## src/rtl/id_ex_stage.sv

```systemverilog
// -----------------------------------------------------------------------------
// id_ex_stage
//
// ID/EX pipeline register of a five-stage MIPS-style pipeline, together with
// the EX-side operand forwarding muxes and the load-use hazard detector.
//
// Ports
//   clk, rst_n            single clock, asynchronous active-low reset
//   ID_*                  decoded instruction fields and controls from ID
//   Flush                 squash the instruction entering EX (taken branch/jump)
//   EXMEM_*               forwarding source 1 (newest result)
//   MEMWB_*               forwarding source 2 (older result / load data)
//   ALU_In1, ALU_In2      ALU operands after forwarding and operand select
//   ALU_Control           registered ALU opcode
//                         (1 ADD, 2 SUB, 3 SLL, 4 SRL, 5 AND, 6 OR, 7 NOR,
//                          8 SLTU, 9 SLT; 0 means bubble)
//   EX_StoreData          forwarded rt value for stores
//   EX_Rd                 registered destination register
//   EX_Valid, EX_RegWrite, EX_MemRead, EX_MemWrite, EX_MemToReg
//                         registered controls
//   Stall                 combinational load-use hazard
//
// Flow control: this stage has no valid/ready pair. EX_Valid marks a real
// instruction in EX. Stall=1 tells upstream to hold PC and IF/ID for the
// current cycle; on that same edge this stage loads a bubble, so the held
// instruction enters EX one cycle later. A bubble is also loaded when Flush=1
// or ID_Valid=0. A bubble clears every control and data register.
// -----------------------------------------------------------------------------
module id_ex_stage (
    input  logic        clk,
    input  logic        rst_n,

    input  logic        ID_Valid,
    input  logic [31:0] ID_ReadData1,
    input  logic [31:0] ID_ReadData2,
    input  logic [31:0] ID_SignExtImm,
    input  logic [4:0]  ID_Shamt,
    input  logic [4:0]  ID_Rs,
    input  logic [4:0]  ID_Rt,
    input  logic [4:0]  ID_Rd,
    input  logic [3:0]  ID_ALU_Control,
    input  logic        ID_ALUSrc,
    input  logic        ID_ShiftSrc,
    input  logic        ID_RegDst,
    input  logic        ID_RegWrite,
    input  logic        ID_MemRead,
    input  logic        ID_MemWrite,
    input  logic        ID_MemToReg,

    input  logic        Flush,

    input  logic        EXMEM_RegWrite,
    input  logic [4:0]  EXMEM_Rd,
    input  logic [31:0] EXMEM_ALU_Result,
    input  logic        MEMWB_RegWrite,
    input  logic [4:0]  MEMWB_Rd,
    input  logic [31:0] MEMWB_WriteData,

    output logic [31:0] ALU_In1,
    output logic [31:0] ALU_In2,
    output logic [3:0]  ALU_Control,
    output logic [31:0] EX_StoreData,
    output logic [4:0]  EX_Rd,
    output logic        EX_Valid,
    output logic        EX_RegWrite,
    output logic        EX_MemRead,
    output logic        EX_MemWrite,
    output logic        EX_MemToReg,
    output logic        Stall
);

    // ------------------------------------------------------------------
    // Pipeline registers
    // ------------------------------------------------------------------
    logic        ex_valid;
    logic        ex_regwrite;
    logic        ex_memread;
    logic        ex_memwrite;
    logic        ex_memtoreg;
    logic        ex_alusrc;
    logic        ex_shiftsrc;
    logic [3:0]  ex_alu_control;
    logic [4:0]  ex_rd;
    logic [4:0]  ex_rs;
    logic [4:0]  ex_rt;
    logic [4:0]  ex_shamt;
    logic [31:0] ex_read_data1;
    logic [31:0] ex_read_data2;
    logic [31:0] ex_imm;

    logic        stall;
    logic        load_bubble;

    // Load-use hazard: a load in EX whose destination is a source of the
    // instruction in ID. The bubble it inserts clears ex_valid, so the
    // condition drops after exactly one cycle. Flush does not gate it.
    always_comb begin
        stall = ex_valid && ex_memread && (ex_rd != 5'd0) && ID_Valid &&
                ((ex_rd == ID_Rs) || (ex_rd == ID_Rt));
    end

    assign load_bubble = stall || Flush || !ID_Valid;

    always_ff @(posedge clk or negedge rst_n) begin
        if (!rst_n) begin
            ex_valid       <= 1'b0;
            ex_regwrite    <= 1'b0;
            ex_memread     <= 1'b0;
            ex_memwrite    <= 1'b0;
            ex_memtoreg    <= 1'b0;
            ex_alusrc      <= 1'b0;
            ex_shiftsrc    <= 1'b0;
            ex_alu_control <= 4'd0;
            ex_rd          <= 5'd0;
            ex_rs          <= 5'd0;
            ex_rt          <= 5'd0;
            ex_shamt       <= 5'd0;
            ex_read_data1  <= 32'd0;
            ex_read_data2  <= 32'd0;
            ex_imm         <= 32'd0;
        end else if (load_bubble) begin
            // rs/rt are cleared too, so a bubble can never match a
            // forwarding source (register 0 is never forwarded).
            ex_valid       <= 1'b0;
            ex_regwrite    <= 1'b0;
            ex_memread     <= 1'b0;
            ex_memwrite    <= 1'b0;
            ex_memtoreg    <= 1'b0;
            ex_alusrc      <= 1'b0;
            ex_shiftsrc    <= 1'b0;
            ex_alu_control <= 4'd0;
            ex_rd          <= 5'd0;
            ex_rs          <= 5'd0;
            ex_rt          <= 5'd0;
            ex_shamt       <= 5'd0;
            ex_read_data1  <= 32'd0;
            ex_read_data2  <= 32'd0;
            ex_imm         <= 32'd0;
        end else begin
            ex_valid       <= 1'b1;
            ex_regwrite    <= ID_RegWrite;
            ex_memread     <= ID_MemRead;
            ex_memwrite    <= ID_MemWrite;
            ex_memtoreg    <= ID_MemToReg;
            ex_alusrc      <= ID_ALUSrc;
            ex_shiftsrc    <= ID_ShiftSrc;
            ex_alu_control <= ID_ALU_Control;
            ex_rd          <= ID_RegDst ? ID_Rd : ID_Rt;
            ex_rs          <= ID_Rs;
            ex_rt          <= ID_Rt;
            ex_shamt       <= ID_Shamt;
            ex_read_data1  <= ID_ReadData1;
            ex_read_data2  <= ID_ReadData2;
            ex_imm         <= ID_SignExtImm;
        end
    end

    // ------------------------------------------------------------------
    // Forwarding: EX/MEM is checked first because it holds the newer
    // result when both later stages write the same register.
    // ------------------------------------------------------------------
    logic        exmem_fwd_a;
    logic        exmem_fwd_b;
    logic        memwb_fwd_a;
    logic        memwb_fwd_b;
    logic [31:0] fwd_a;
    logic [31:0] fwd_b;

    always_comb begin
        exmem_fwd_a = EXMEM_RegWrite && (EXMEM_Rd != 5'd0) && (EXMEM_Rd == ex_rs);
        exmem_fwd_b = EXMEM_RegWrite && (EXMEM_Rd != 5'd0) && (EXMEM_Rd == ex_rt);
        memwb_fwd_a = MEMWB_RegWrite && (MEMWB_Rd != 5'd0) && (MEMWB_Rd == ex_rs);
        memwb_fwd_b = MEMWB_RegWrite && (MEMWB_Rd != 5'd0) && (MEMWB_Rd == ex_rt);
    end

    always_comb begin
        fwd_a = ex_read_data1;
        if (exmem_fwd_a) begin
            fwd_a = EXMEM_ALU_Result;
        end else if (memwb_fwd_a) begin
            fwd_a = MEMWB_WriteData;
        end

        fwd_b = ex_read_data2;
        if (exmem_fwd_b) begin
            fwd_b = EXMEM_ALU_Result;
        end else if (memwb_fwd_b) begin
            fwd_b = MEMWB_WriteData;
        end
    end

    // ------------------------------------------------------------------
    // Operand select. Shifts by shamt take the value to shift from rt, so
    // operand 1 becomes forwarded B and operand 2 the zero-extended shamt.
    // Store data is always forwarded B, even when ALUSrc picks the
    // immediate for the address computation.
    // ------------------------------------------------------------------
    always_comb begin
        ALU_In1 = fwd_a;
        ALU_In2 = fwd_b;
        if (ex_shiftsrc) begin
            ALU_In1 = fwd_b;
            ALU_In2 = {27'd0, ex_shamt};
        end else if (ex_alusrc) begin
            ALU_In2 = ex_imm;
        end
    end

    assign EX_StoreData = fwd_b;
    assign ALU_Control  = ex_alu_control;
    assign EX_Rd        = ex_rd;
    assign EX_Valid     = ex_valid;
    assign EX_RegWrite  = ex_regwrite;
    assign EX_MemRead   = ex_memread;
    assign EX_MemWrite  = ex_memwrite;
    assign EX_MemToReg  = ex_memtoreg;
    assign Stall        = stall;

endmodule

```

## config.mk

```make
export PLATFORM = sky130hd
export DESIGN_NAME = id_ex_stage
export DESIGN_NICKNAME = d
export VERILOG_FILES = /design/src/rtl/id_ex_stage.sv
export SDC_FILE = /design/constraint.sdc
export NUM_CORES = 1
export LEC_CHECK = 0
export ABC_AREA = 1
export ABC_CLOCK_PERIOD_IN_PS = 4200
export CORE_UTILIZATION = 40
export DETAILED_ROUTE_END_ITERATION = 8
export PLACE_DENSITY = 0.78
export SETUP_SLACK_MARGIN = 0.3
export SYNTH_ARGS = -nofsm -noshare
export SYNTH_HDL_FRONTEND = slang
export SYNTH_SLANG_ARGS = --single-unit
```

## constraint.sdc

```tcl
create_clock -name clk -period 4.2 [get_ports clk]
set_clock_uncertainty 0.2 [all_clocks]
set_input_delay 0.42 -clock clk [delete_from_list [all_inputs] [get_ports clk]]
set_output_delay 0.42 -clock clk [all_outputs]
set_load 0.02 [all_outputs]
```

==> summary.md <==
| Metric | Value |
|---|---|
| YS warnings | 0 |
| Placed cells | 1,619 |
| Setup-failing EPs final | 0 |
| Final #Nets | 1,617 |
| Clock latency on the worst-skew pair | 0.42 ns |
| Largest net degree at the start of global routing | 70 |
| Die width | 139 µm |
| CTS root buf | clkbuf_16 |
| Max cap viols | 0 |
| Worst-Margin Slew | 0.809 ns |
| Final std cells w/o fill | 1,654 |
| H-tree level count | 4 |
| Via density per instance | 4.92 |
| Die ar. | 19,400 µm² |
| Area occupied by multi-input gates | 3420 µm² |
| Minimum clock period | 3.65 ns |
| Critical Path RT | 3.58 ns |
| Mapped Cells | 1,119 |
| Post-DP Area | 10,800 µm² |
| Critical path capture point type | primary output |
| Status | finished, violations left |
| Violated checks | DRC |
| Post-DRT Antenna Nets | 0 |
| Global-route wire length before repair | 42,400 µm |
| Remaining Overflow, GRT | 0 |
| Core area | 18,200 µm² |
| Setup TNS | 0 ns |
| Initial antenna violation count | 3 |
| Gr usage total | 0.284 |
| DRC Markers | 21 |
| CP Class | input pin to primary output |
| Worst Hold Class | input pin to flip-flop |
| Top cell type's share of synthesized area | 0.422 |
| Hold Vio Cnt, Final | 0 |
| IO Pins | 318 |
| DP HPWL | 18,900 µm |
| Clock sink total | 127 |
| Worst-path clk slew | 0.06 ns |
| Vias in the first global route | 8,093 |
| Max Slew Vio Count | 0 |
| Layout Utilization | 0.631 |
| RSZ-0062 raised after global routing | no |
| Mean Syn Cell Area | 6.73 µm² |
| CTS Buf Count | 17 |
| Post-synth top area cell | dfrtp_1 |
| Worst setup SP type | input pin |
| GP Congestion | 0.962 |
| Post-synthesis sequential area ratio | 0.422 |
| Final period utilization | 0.868 |
| Synth Cell Area | 7530 µm² |
| 1st-iter DRT viols | 622 |
| Worst Path Arrival | 3.03 ns |
| Routed wire length | 26,900 µm |
| CTS tree | done |
| Syn_nets | 1,326 |
| Relative slew slack | 0.461 |
| Crit Path Max Fanout | 32 |
| Starting Density | 0.414 |
| Port buffer count | 317 |
| Netlist cell types | 24 |
| FMAX | 0.274 GHz |
| CTS resizes | 0 |
| Die H | 139 µm |
| Cts hold-fix bufs | 1 |
| Routed vias | 8,139 |
| Top cells by area, synth | dfrtp_1, nand2_1, nand3_1, nor2_1, inv_1 |
| Reg area | 3180 µm² |
| #FFs+latches synth | 127 |
| PD cells | 320 nW/µm² |
| Layout cell share with drive strength beyond 1 | 0.0478 |
| Fillers | 1,634 |
| Layout area overhead | 52.7% |
| Row cnt | 49 |
| Post-CTS setup repair buffer count | 0 |
| Clk buf depth | 2 |
| Final instance area | 11,500 µm² |
| Number of detailed-route iterations in the first pass | 9 |
| Peak supply drop | 270 µV |
| Leak | 6.22 nW |
| Wire length per cell | 16.3 µm |
[where the power goes]
part / internal (W) / switching, W / leakage, nW
clock: 0.00100 / 0.000582 / 0.306
combinational: 0.000385 / 0.000423 / 4.20
sequential: 0.00127 / 0.0000191 / 1.71
total: 0.00266 / 0.00102 / 6.22
[worst paths after layout]
check	start	end	slack (ns)	cells past startpoint
worst max-delay path	MEMWB_Rd[0]	ALU_In1[5]	0.55	12
worst min-delay path	ID_SignExtImm[28]	ex_imm[28]$_DFF_PN0_	0.31	3
worst max register to register	EX_Rd[3]$_DFF_PN0_	ex_rt[3]$_DFF_PN0_	1.68	9
worst min register to register	EX_Valid$_DFF_PN0_	ALU_Control[0]$_DFF_PN0_	1.08	5
max in group asynchronous	rst_n	ex_shiftsrc$_DFF_PN0_	2.53	3
min in group asynchronous	rst_n	ex_imm[8]$_DFF_PN0_	0.36	2
[cell type report]
class,count,share of cell area
antenna,3,0.000653
clock buffer,17,0.0370
clock inverter,14,0.0182
inverter,169,0.0552
multi-input combinational,758,0.297
sequential,127,0.277
tap,229,0.0249
timing repair buffer,337,0.290
[synthesized netlist by cell type]
cell      count
dfrtp_1     127
nor2_1      204
nand2_1     271
or2_0         3
buf_4         4
nand4_1       2
buf_2        25
nand3b_1      3
xnor2_1      12
xor2_1       14
nor3_2        3
o21ai_1       1
nor2_2        3
inv_1       168
nand2_2       3
nand3_1     202
nor2_4        1
or2_2         4
a21oi_1       7
inv_2         1
buf_6         7
buf_1        12
clkbuf_1     17
or2_1        25
[kinds of logic (layout without fill, tap and decap cells)]
| family | after synthesis | after routing | share of synthesized area |
|---|---|---|---|
| other | 0 | 3 | 0 |
| DFF | 127 | 127 | 0.422 |
| buffers and inverters | 234 | 537 | 0.130 |
| AOI/OAI and AO/OA | 8 | 8 | 0.00532 |
| and+or+nand+nor | 724 | 724 | 0.413 |
| xor gates and xnor gates | 26 | 26 | 0.0302 |
[layer usage]
layer  track usage  wire length (µm)
met5             0                 0
met1         0.333             10300
met4         0.132               872
met3        0.0609              2260
met2         0.495             13500
[placed cells by master, fill, tap and decap left out, types with 7 or more instances in the layout]
cell type        instances
nor2_1                 204
buf_4                   18
clkbuf_16               17
nand2_1                271
xor2_1                  14
xnor2_1                 12
clkdlybuf4s50_1        316
nand3_1                201
or2_1                   25
inv_1                  168
a21oi_1                  7
dfrtp_1                126
[worst max-delay path, stage by stage]
cell	delay, ns
clkdlybuf4s50_1	0.54
xnor2_1	0.17
nand3_1	0.15
nor2_4	0.12
buf_4	0.38
nand3_1	0.12
nand2_1	0.09
nand2_1	0.07
nand2_1	0.15
nand2_1	0.07
nand2_1	0.12
clkdlybuf4s50_1	0.61
[sequential cells by signal (all words and copies together) (netlist names)]
name	flops
ex_imm	32
ex_read_data1	32
ex_read_data2	32
EX_Rd	5
ex_rs	5
ex_rt	5
ex_shamt	5
ALU_Control	4
EX_MemRead	1
EX_MemToReg	1
EX_MemWrite	1
EX_RegWrite	1
EX_Valid	1
ex_alusrc	1
ex_shiftsrc	1
[metrics by stage]
step,setup WS (ns),total power [W],hold WS (ns)
detailed placement,0.578,0.00212,0.250
CTS,0.571,0.00372,0.295
global placement,0.597,0.00211,0.235
finish,0.554,0.00368,0.307
floorplan,1.97,0.00166,-0.0756
global route,0.381,0.00383,0.303
No activity file was read; power rests on OpenSTA's default activity.
